### src/rtl/line_buffer_kxk_if.sv
// Pixel-stream in / window-stream out bundle for line_buffer_kxk.
// Optional feature macro: LBUF_COORD_EN adds the o_row/o_col window coordinates.
interface line_buffer_kxk_if #(
    parameter int DATA_W = 8,
    parameter int CH     = 1,
    parameter int K_DIM  = 3,
    parameter int MAX_W  = 32,
    parameter int MAX_H  = 32
);
    // i_en is a pure strobe with no back-pressure: a pixel is taken on every rising edge
    // where i_en=1. o_valid is a one-cycle pulse with no ready; the sink must take it.
    logic                              i_en;
    logic                              i_sof;
    logic [$clog2(MAX_W+1)-1:0]        i_img_w;
    logic [$clog2(MAX_H+1)-1:0]        i_img_h;
    logic [CH*DATA_W-1:0]              i_data;
    logic [K_DIM*K_DIM*CH*DATA_W-1:0]  o_win_flat;
    logic                              o_valid;
    logic                              o_last;
    logic                              o_cfg_err;
`ifdef LBUF_COORD_EN
    logic [$clog2(MAX_H)-1:0]          o_row;
    logic [$clog2(MAX_W)-1:0]          o_col;

    modport master (
        output i_en, i_sof, i_img_w, i_img_h, i_data,
        input  o_win_flat, o_valid, o_last, o_cfg_err, o_row, o_col
    );
    modport slave (
        input  i_en, i_sof, i_img_w, i_img_h, i_data,
        output o_win_flat, o_valid, o_last, o_cfg_err, o_row, o_col
    );
`else
    modport master (
        output i_en, i_sof, i_img_w, i_img_h, i_data,
        input  o_win_flat, o_valid, o_last, o_cfg_err
    );
    modport slave (
        input  i_en, i_sof, i_img_w, i_img_h, i_data,
        output o_win_flat, o_valid, o_last, o_cfg_err
    );
`endif
endinterface

### src/rtl/line_buffer_kxk.sv
// KxK sliding-window generator over a raster pixel stream, K-1 line memories of depth MAX_W.
// Optional feature macro: LBUF_COORD_EN registers the top-left coordinate of each emitted window.
module line_buffer_kxk #(
    parameter int DATA_W = 8,
    parameter int CH     = 1,
    parameter int K_DIM  = 3,
    parameter int MAX_W  = 32,
    parameter int MAX_H  = 32,
    parameter int STRIDE = 1
) (
    input logic              clk,
    input logic              rst_n,
    line_buffer_kxk_if.slave bus
);
    localparam int PIX_W = CH * DATA_W;
    localparam int WIN_W = K_DIM * K_DIM * PIX_W;
    localparam int WW    = $clog2(MAX_W + 1);
    localparam int HW    = $clog2(MAX_H + 1);
    localparam int CW    = $clog2(MAX_W);
    localparam int RW    = $clog2(MAX_H);
    localparam int NL    = K_DIM - 1;

    typedef logic [PIX_W-1:0] pix_t;

    logic [CW-1:0]    col_q, col_d, pos_col;
    logic [RW-1:0]    row_q, row_d, pos_row;
    logic [WW-1:0]    w_q, w_cur;
    logic [HW-1:0]    h_q, h_cur;
    logic             cfg_err_q, err_new, err_cur;
    logic             origin, emit, at_last;
    pix_t             win_q  [K_DIM][K_DIM];
    pix_t             win_d  [K_DIM][K_DIM];
    pix_t             lmem_q [NL][MAX_W];
    logic [WIN_W-1:0] win_flat_d, win_flat_q;
    logic             valid_q, last_q;
`ifdef LBUF_COORD_EN
    logic [RW-1:0]    o_row_q;
    logic [CW-1:0]    o_col_q;
`endif

    // Position of the pixel on the bus: (0,0) on i_sof or after a frame wrap / reset.
    always_comb begin
        origin  = bus.i_sof || (col_q == '0 && row_q == '0);
        err_new = (int'(bus.i_img_w) < K_DIM) || (int'(bus.i_img_w) > MAX_W) ||
                  (int'(bus.i_img_h) < K_DIM) || (int'(bus.i_img_h) > MAX_H);
        if (origin) begin
            w_cur   = err_new ? WW'(MAX_W) : bus.i_img_w;
            h_cur   = err_new ? HW'(MAX_H) : bus.i_img_h;
            err_cur = err_new;
            pos_col = '0;
            pos_row = '0;
        end else begin
            w_cur   = w_q;
            h_cur   = h_q;
            err_cur = cfg_err_q;
            pos_col = col_q;
            pos_row = row_q;
        end
    end

    always_comb begin
        col_d = pos_col;
        row_d = pos_row;
        if (int'(pos_col) == int'(w_cur) - 1) begin
            col_d = '0;
            row_d = (int'(pos_row) == int'(h_cur) - 1) ? '0 : pos_row + RW'(1);
        end else begin
            col_d = pos_col + CW'(1);
        end
    end

    // Rows younger than K-1 would expose line-memory contents from an earlier frame.
    always_comb begin
        emit    = bus.i_en && !err_cur &&
                  (int'(pos_row) >= NL) && (int'(pos_col) >= NL) &&
                  (((int'(pos_row) - NL) % STRIDE) == 0) &&
                  (((int'(pos_col) - NL) % STRIDE) == 0);
        at_last = (int'(pos_row) == int'(h_cur) - 1) && (int'(pos_col) == int'(w_cur) - 1);
    end

    // Window shifts left; the new right column is the K-1 stored rows plus the live pixel.
    always_comb begin
        for (int r = 0; r < K_DIM; r++) begin
            for (int c = 0; c < K_DIM - 1; c++) begin
                win_d[r][c] = win_q[r][c+1];
            end
        end
        for (int r = 0; r < NL; r++) begin
            win_d[r][K_DIM-1] = lmem_q[r][pos_col];
        end
        win_d[NL][K_DIM-1] = bus.i_data;
    end

    always_comb begin
        win_flat_d = '0;
        for (int r = 0; r < K_DIM; r++) begin
            for (int c = 0; c < K_DIM; c++) begin
                win_flat_d[(r*K_DIM+c)*PIX_W +: PIX_W] = win_d[r][c];
            end
        end
    end

    always_ff @(posedge clk or negedge rst_n) begin
        if (!rst_n) begin
            col_q      <= '0;
            row_q      <= '0;
            w_q        <= '0;
            h_q        <= '0;
            cfg_err_q  <= 1'b0;
            valid_q    <= 1'b0;
            last_q     <= 1'b0;
            win_flat_q <= '0;
            for (int r = 0; r < K_DIM; r++) begin
                for (int c = 0; c < K_DIM; c++) begin
                    win_q[r][c] <= '0;
                end
            end
`ifdef LBUF_COORD_EN
            o_row_q    <= '0;
            o_col_q    <= '0;
`endif
        end else begin
            valid_q <= emit;
            last_q  <= emit && at_last;
            if (bus.i_en) begin
                col_q <= col_d;
                row_q <= row_d;
                for (int r = 0; r < K_DIM; r++) begin
                    for (int c = 0; c < K_DIM; c++) begin
                        win_q[r][c] <= win_d[r][c];
                    end
                end
                if (origin) begin
                    w_q       <= w_cur;
                    h_q       <= h_cur;
                    cfg_err_q <= err_cur;
                end
                if (emit) begin
                    win_flat_q <= win_flat_d;
`ifdef LBUF_COORD_EN
                    o_row_q    <= pos_row - RW'(NL);
                    o_col_q    <= pos_col - CW'(NL);
`endif
                end
            end
        end
    end

    // Line memory r=0 holds the oldest row; each accepted pixel pushes its column down by one row.
    always_ff @(posedge clk or negedge rst_n) begin
        if (!rst_n) begin
            for (int r = 0; r < NL; r++) begin
                for (int a = 0; a < MAX_W; a++) begin
                    lmem_q[r][a] <= '0;
                end
            end
        end else if (bus.i_en) begin
            for (int r = 0; r < NL - 1; r++) begin
                lmem_q[r][pos_col] <= lmem_q[r+1][pos_col];
            end
            lmem_q[NL-1][pos_col] <= bus.i_data;
        end
    end

    assign bus.o_win_flat = win_flat_q;
    assign bus.o_valid    = valid_q;
    assign bus.o_last     = last_q;
    assign bus.o_cfg_err  = cfg_err_q;
`ifdef LBUF_COORD_EN
    assign bus.o_row      = o_row_q;
    assign bus.o_col      = o_col_q;
`endif
endmodule
### src/flat_wrapper.sv
// flat-port wrapper written by rule: the top's interface ports become plain ports
module line_buffer_kxk_flat 
#(
    parameter int DATA_W = 8,
    parameter int CH     = 1,
    parameter int K_DIM  = 3,
    parameter int MAX_W  = 32,
    parameter int MAX_H  = 32,
    parameter int STRIDE = 1
)
  (clk, rst_n, bus_i_en, bus_i_sof, bus_i_img_w, bus_i_img_h, bus_i_data, bus_o_win_flat, bus_o_valid, bus_o_last, bus_o_cfg_err);
  line_buffer_kxk_if #(.DATA_W(DATA_W), .CH(CH), .K_DIM(K_DIM), .MAX_W(MAX_W), .MAX_H(MAX_H)) bus_i ();
  input logic clk;
  input logic rst_n;
  input wire logic [$bits(bus_i.i_en)-1:0] bus_i_en;
  input wire logic [$bits(bus_i.i_sof)-1:0] bus_i_sof;
  input wire logic [$bits(bus_i.i_img_w)-1:0] bus_i_img_w;
  input wire logic [$bits(bus_i.i_img_h)-1:0] bus_i_img_h;
  input wire logic [$bits(bus_i.i_data)-1:0] bus_i_data;
  output wire logic [$bits(bus_i.o_win_flat)-1:0] bus_o_win_flat;
  output wire logic [$bits(bus_i.o_valid)-1:0] bus_o_valid;
  output wire logic [$bits(bus_i.o_last)-1:0] bus_o_last;
  output wire logic [$bits(bus_i.o_cfg_err)-1:0] bus_o_cfg_err;
  assign bus_i.i_en = bus_i_en;
  assign bus_i.i_sof = bus_i_sof;
  assign bus_i.i_img_w = bus_i_img_w;
  assign bus_i.i_img_h = bus_i_img_h;
  assign bus_i.i_data = bus_i_data;
  assign bus_o_win_flat = bus_i.o_win_flat;
  assign bus_o_valid = bus_i.o_valid;
  assign bus_o_last = bus_i.o_last;
  assign bus_o_cfg_err = bus_i.o_cfg_err;
  line_buffer_kxk #(.DATA_W(DATA_W), .CH(CH), .K_DIM(K_DIM), .MAX_W(MAX_W), .MAX_H(MAX_H), .STRIDE(STRIDE)) u_core (.clk(clk), .rst_n(rst_n), .bus(bus_i));
endmodule
### config.mk
export PLATFORM = sky130hd
export DESIGN_NAME = line_buffer_kxk_flat
export DESIGN_NICKNAME = d
export VERILOG_FILES = /design/src/rtl/line_buffer_kxk_if.sv /design/src/rtl/line_buffer_kxk.sv /design/src/flat_wrapper.sv
export SDC_FILE = /design/constraint.sdc
export NUM_CORES = 1
export LEC_CHECK = 0
export ABC_AREA = 1
export CELL_PAD_IN_SITES_DETAIL_PLACEMENT = 1
export CELL_PAD_IN_SITES_GLOBAL_PLACEMENT = 1
export CORE_MARGIN = 1.5
export CORE_UTILIZATION = 39
export DETAILED_ROUTE_END_ITERATION = 8
export GPL_ROUTABILITY_DRIVEN = 0
export HOLD_SLACK_MARGIN = 0.15
export PLACE_DENSITY = 0.74
export SYNTH_ARGS = -nofsm -noshare
export SYNTH_HDL_FRONTEND = slang
export SYNTH_SLANG_ARGS = --single-unit
### constraint.sdc
create_clock -name clk -period 3.9 [get_ports clk]
set_clock_uncertainty 0.2 [all_clocks]
set_input_delay 0.585 -clock clk [delete_from_list [all_inputs] [get_ports clk]]
set_output_delay 0.585 -clock clk [all_outputs]
set_load 0.01 [all_outputs]
==> impl_metrics.csv <==
group,metric,value,unit
grt,wire_length_of_the_first_global_routing_pass,156700,um
critical_path,crit_path_max_incr_delay,0.47,ns
pwr,total_power,18.52,mW
min_path,worstHoldEndpoint,"u_core.row_q[2]",
critical_path,critical_path.cell_chain,"nor2_1 > nand3_2 > o21ai_2 > buf_4 > nand2_1 > nor2_1 > nor2_2 > ha_1 > inv_1 > nand2_1 > nand2_1 > nor2_1 > nand2_1 > nand3b_1 > nor2_1 > nand3_2 > nor2_1 > nor2_1 > nand2_1 > nand2_1",
drt,detail_route.wl_per_cell,21.53,um
synth,synth.top_cells.by_area,"sky130_fd_sc_hd__dfrtp_1, sky130_fd_sc_hd__nand2_1, sky130_fd_sc_hd__o21ai_0",
critical_path,worst_r2r_endpoint,"u_core.row_q[0]",
pwr,leakagePower,16.05,nW
drt,route.final.wire_length,97570,um
placed_design,dp_worst_setup_slack,0.06429,ns
timing,achievable_freq,282.8,MHz
clock_network,cts.path.max_buffers,3,
synth,ys.warnings.count,0,
timing,count_of_final_setup_violators,0,
timing,timing.setup.tns,0,ns
timing,finalHoldViolCount,0,
synth,dominant_combinational_cell_family_by_area_after_synthesis,"compound AO/OA/AOI/OAI gates",
min_path,hp-start,"bus_i_en",
finish,insertedDiodeCount,0,
die,area_of_the_die,76910,sq um
timing,fin_crit_sh,0.9065,
finish,share_of_layout_cells_above_drive_strength_1,0.09119,
grt,grt_max_degree,104,
grt,track_usage,0.2582,
critical_path,critPathKind,"reg -> reg",
die,rows,100,
clock_network,clk-insertion-delay-late,0.63,ns
critical_path,reg2reg_depth,20,
grt,vias_in_the_first_global_route,26210,
min_path,hold_path.class,"in -> reg",
placed_design,post_dp_cell_area,32060,sq um
min_path,hold-path-cell-count,3,
timing,slew_violations,0,
synth,synth-simple-area-share,0.1795,
critical_path,cp-start-kind,"flip-flop",
pwr,power-per-cell-area,535.9,nW/um^2
drt,ant_nets,0,
pwr,max-vdd-ir-drop,283.6,uV
finish,utilization,0.4643,
clock_network,cts_repair_resize_count,0,
drt,detail_route.iter0.violations,1950,
finish,finish.instance_area,34560,sq um
grt,grt_antenna_before_repair,1,
timing,max-slew-margin-rel,0.4861,
synth,synthesis.instances,3439,
clock_network,clock_tree_sinks,657,
synth,synth_seq_area_share,0.5602,
critical_path,ff2ff_setup_slack,0.36,ns
drt,drt_drc_violations_left,0,
critical_path,timing.critical_path.to_type,"flip-flop",
die,die_w,277.3,um
placed_design,hpwl,62770,um
synth,synth.cell_area,29350,sq um
critical_path,critPathSlowestCell,"sky130_fd_sc_hd__dfrtp_1",
synth,synth_xor_area_frac,0.001492,
synth,muxShareOfSynthArea,0.006139,
synth,yosys.area_share.adder,0.003411,
synth,synthesis.nets,3471,
die,chip_height,277.3,um
clock_network,tritoncts,"built",
critical_path,worst-endpoint-required,4.20,ns
drt,via_total_after_detailed_routing,25010,
die,design.core.area,74450,sq um
clock_network,cts_root_buffer,"sky130_fd_sc_hd__clkbuf_16",
critical_path,worstPathArrival,3.83,ns
timing,unrepaired_setup_endpoints_after_global_routing,"no",
timing,worst_slew_pin_slew,0.7699,ns
grt,overflow,0,
drt,vias_per_cell,5.518,
synth,avgSynthCellArea,8.534,sq um
placed_design,io_buffers,98,
synth,synth-compound-area-share,0.1861,
job,max_cap_viol_count,0,
timing,post-route-min-period,3.535,ns
timing,min_setup_slack_post_route,0.3645,ns
clock_network,clock_buffers_created_by_tritoncts,71,
finish,areaGrowthSynthToFinish,17.77,%
synth,yosysTopAreaCellShare,0.5602,
clock_network,htree_levels,3,
synth,ys_types,40,
die,initial_utilization,0.3942,
synth,synth.largest_area_cell,"sky130_fd_sc_hd__dfrtp_1",
status,run_status,"finished, final reports clean",
die,ioPinCount,99,
synth,synth_seq_cells,657,
drt,detail_route.first_pass.iterations,5,
critical_path,r2r-start,"u_core.col_q[2]",
critical_path,critical_path_peak_fanout,10,
clock_network,clk_pin_slew_worst_paths,0.06,ns
finish,number_of_nets_in_the_final_layout,3539,
registers in the layout, summed over array words and instances (netlist names):
| register | count |
|---|---|
| u_core.win_d | 48 |
| u_core.bus.o_win_flat | 72 |
| u_core.w_q | 6 |
| u_core.col_q | 5 |
| u_core.bus.o_last | 1 |
| u_core.bus.o_valid | 1 |
| u_core.h_q | 6 |
| u_core.row_q | 5 |
| u_core.bus.o_cfg_err | 1 |
| u_core.lmem_q | 512 |
worst max-delay path by stage:
stage | from | slack (ns) | depth (start not counted) | endpoint
after detailed placement | bus_i_sof | 0.06 | 20 | u_core.row_q[0]
after CTS | u_core.col_q[2] | 0.36 | 20 | u_core.row_q[0]
after global routing | u_core.col_q[2] | 0.03 | 20 | u_core.row_q[0]
after floorplan | u_core.col_q[0] | 0.84 | 17 | u_core.lmem_q[432]
after global placement | bus_i_sof | 0.16 | 20 | u_core.row_q[0]
final | u_core.col_q[2] | 0.36 | 20 | u_core.row_q[0]
logic make-up after synthesis:
group	Yosys count
flops	657
compound gates	1011
mux	18
buf+inv	418
fa+ha+maj	8
simple gates	1322
xor+xnor	5
cell type report:
type | count | area (sq um)
tap | 969 | 1212
clock buffer | 108 | 2242
sequential | 657 | 16440
fill | 8539 | 39880
clock inverter | 22 | 250.2
inverter | 163 | 614.3
multi-input combinational | 2364 | 11090
timing repair buffer | 250 | 2715
layout by cell type (no fill, tap or decap), drive strengths merged:
master	n
dlygate4sd3	1
nand3b	2
and2	1
inv	163
o221a	5
clkinv	17
ha	8
nand3	81
o21ai	769
nand2	976
o21bai	30
nor3	9
dfrtp	657
mux2i	18
o221ai	13
a21boi	9
nand4	6
xor2	5
o22ai	131
a21oi	35
buf	153
clkdlybuf4s50	96
a22o	7
bufinv	5
clkbuf	108
a41oi	1
a31oi	4
o21a	7
nor2	247
through the flow:
step,hold slack [ns],instances
2_1_floorplan,0.08941,3439
3_3_place_gp,0.2597,4402
3_5_place_dp,0.2662,4402
4_1_cts,0.2368,4533
5_1_grt,0.2715,4533
6_report,0.2604,4533
routing by layer:
layer | vias up | part of all wire | global-route usage
met5 | - | 0 | 0
met4 | 0 | 0.022 | 0.07340
met1 | 12750 | 0.45 | 0.3578
met3 | 131 | 0.051 | 0.03478
met2 | 616 | 0.47 | 0.4235
li1 | 11520 | - | -
where the power goes:
| part | leakage [nW] | switching (mW) | internal [mW] |
|---|---|---|---|
| Sequential | 8.89 | 0.371 | 7.48 |
| Combinational | 5.91 | 2.40 | 1.09 |
| Clock | 1.25 | 2.87 | 4.30 |
| Total | 16.0 | 5.65 | 12.9 |
worst max-delay path, delay by kind of cell (launching register included):
family	cells	cell delay (ns)
AOI/OAI and AO/OA	1	0.42
adders and majority gates	1	0.30
buffers and inverters	2	0.30
DFF	1	0.47
and+or+nand+nor	16	1.73
synthesized netlist by cell type (all sizes together):
library cell    n
o21a            7
nand3b          2
clkbuf        156
clkinv          1
nor2          247
o221ai         13
mux2i          18
nand4           6
inv           162
ha              8
buf            99
o22ai         131
xor2            5
dfrtp         657
and2            1
a21boi          9
o21bai         30
a21oi          35
a31oi           4
o221a           5
nor3            9
o21ai         769
a41oi           1
nand3          81
a22o            7
nand2         976
what timing repair did:
action / in CTS / in global routing
hold endpoints to repair: 74 / 0
setup buffers: 0 / 0
hold buffers: 1 / 0
Power figures use the tool's default switching activity.
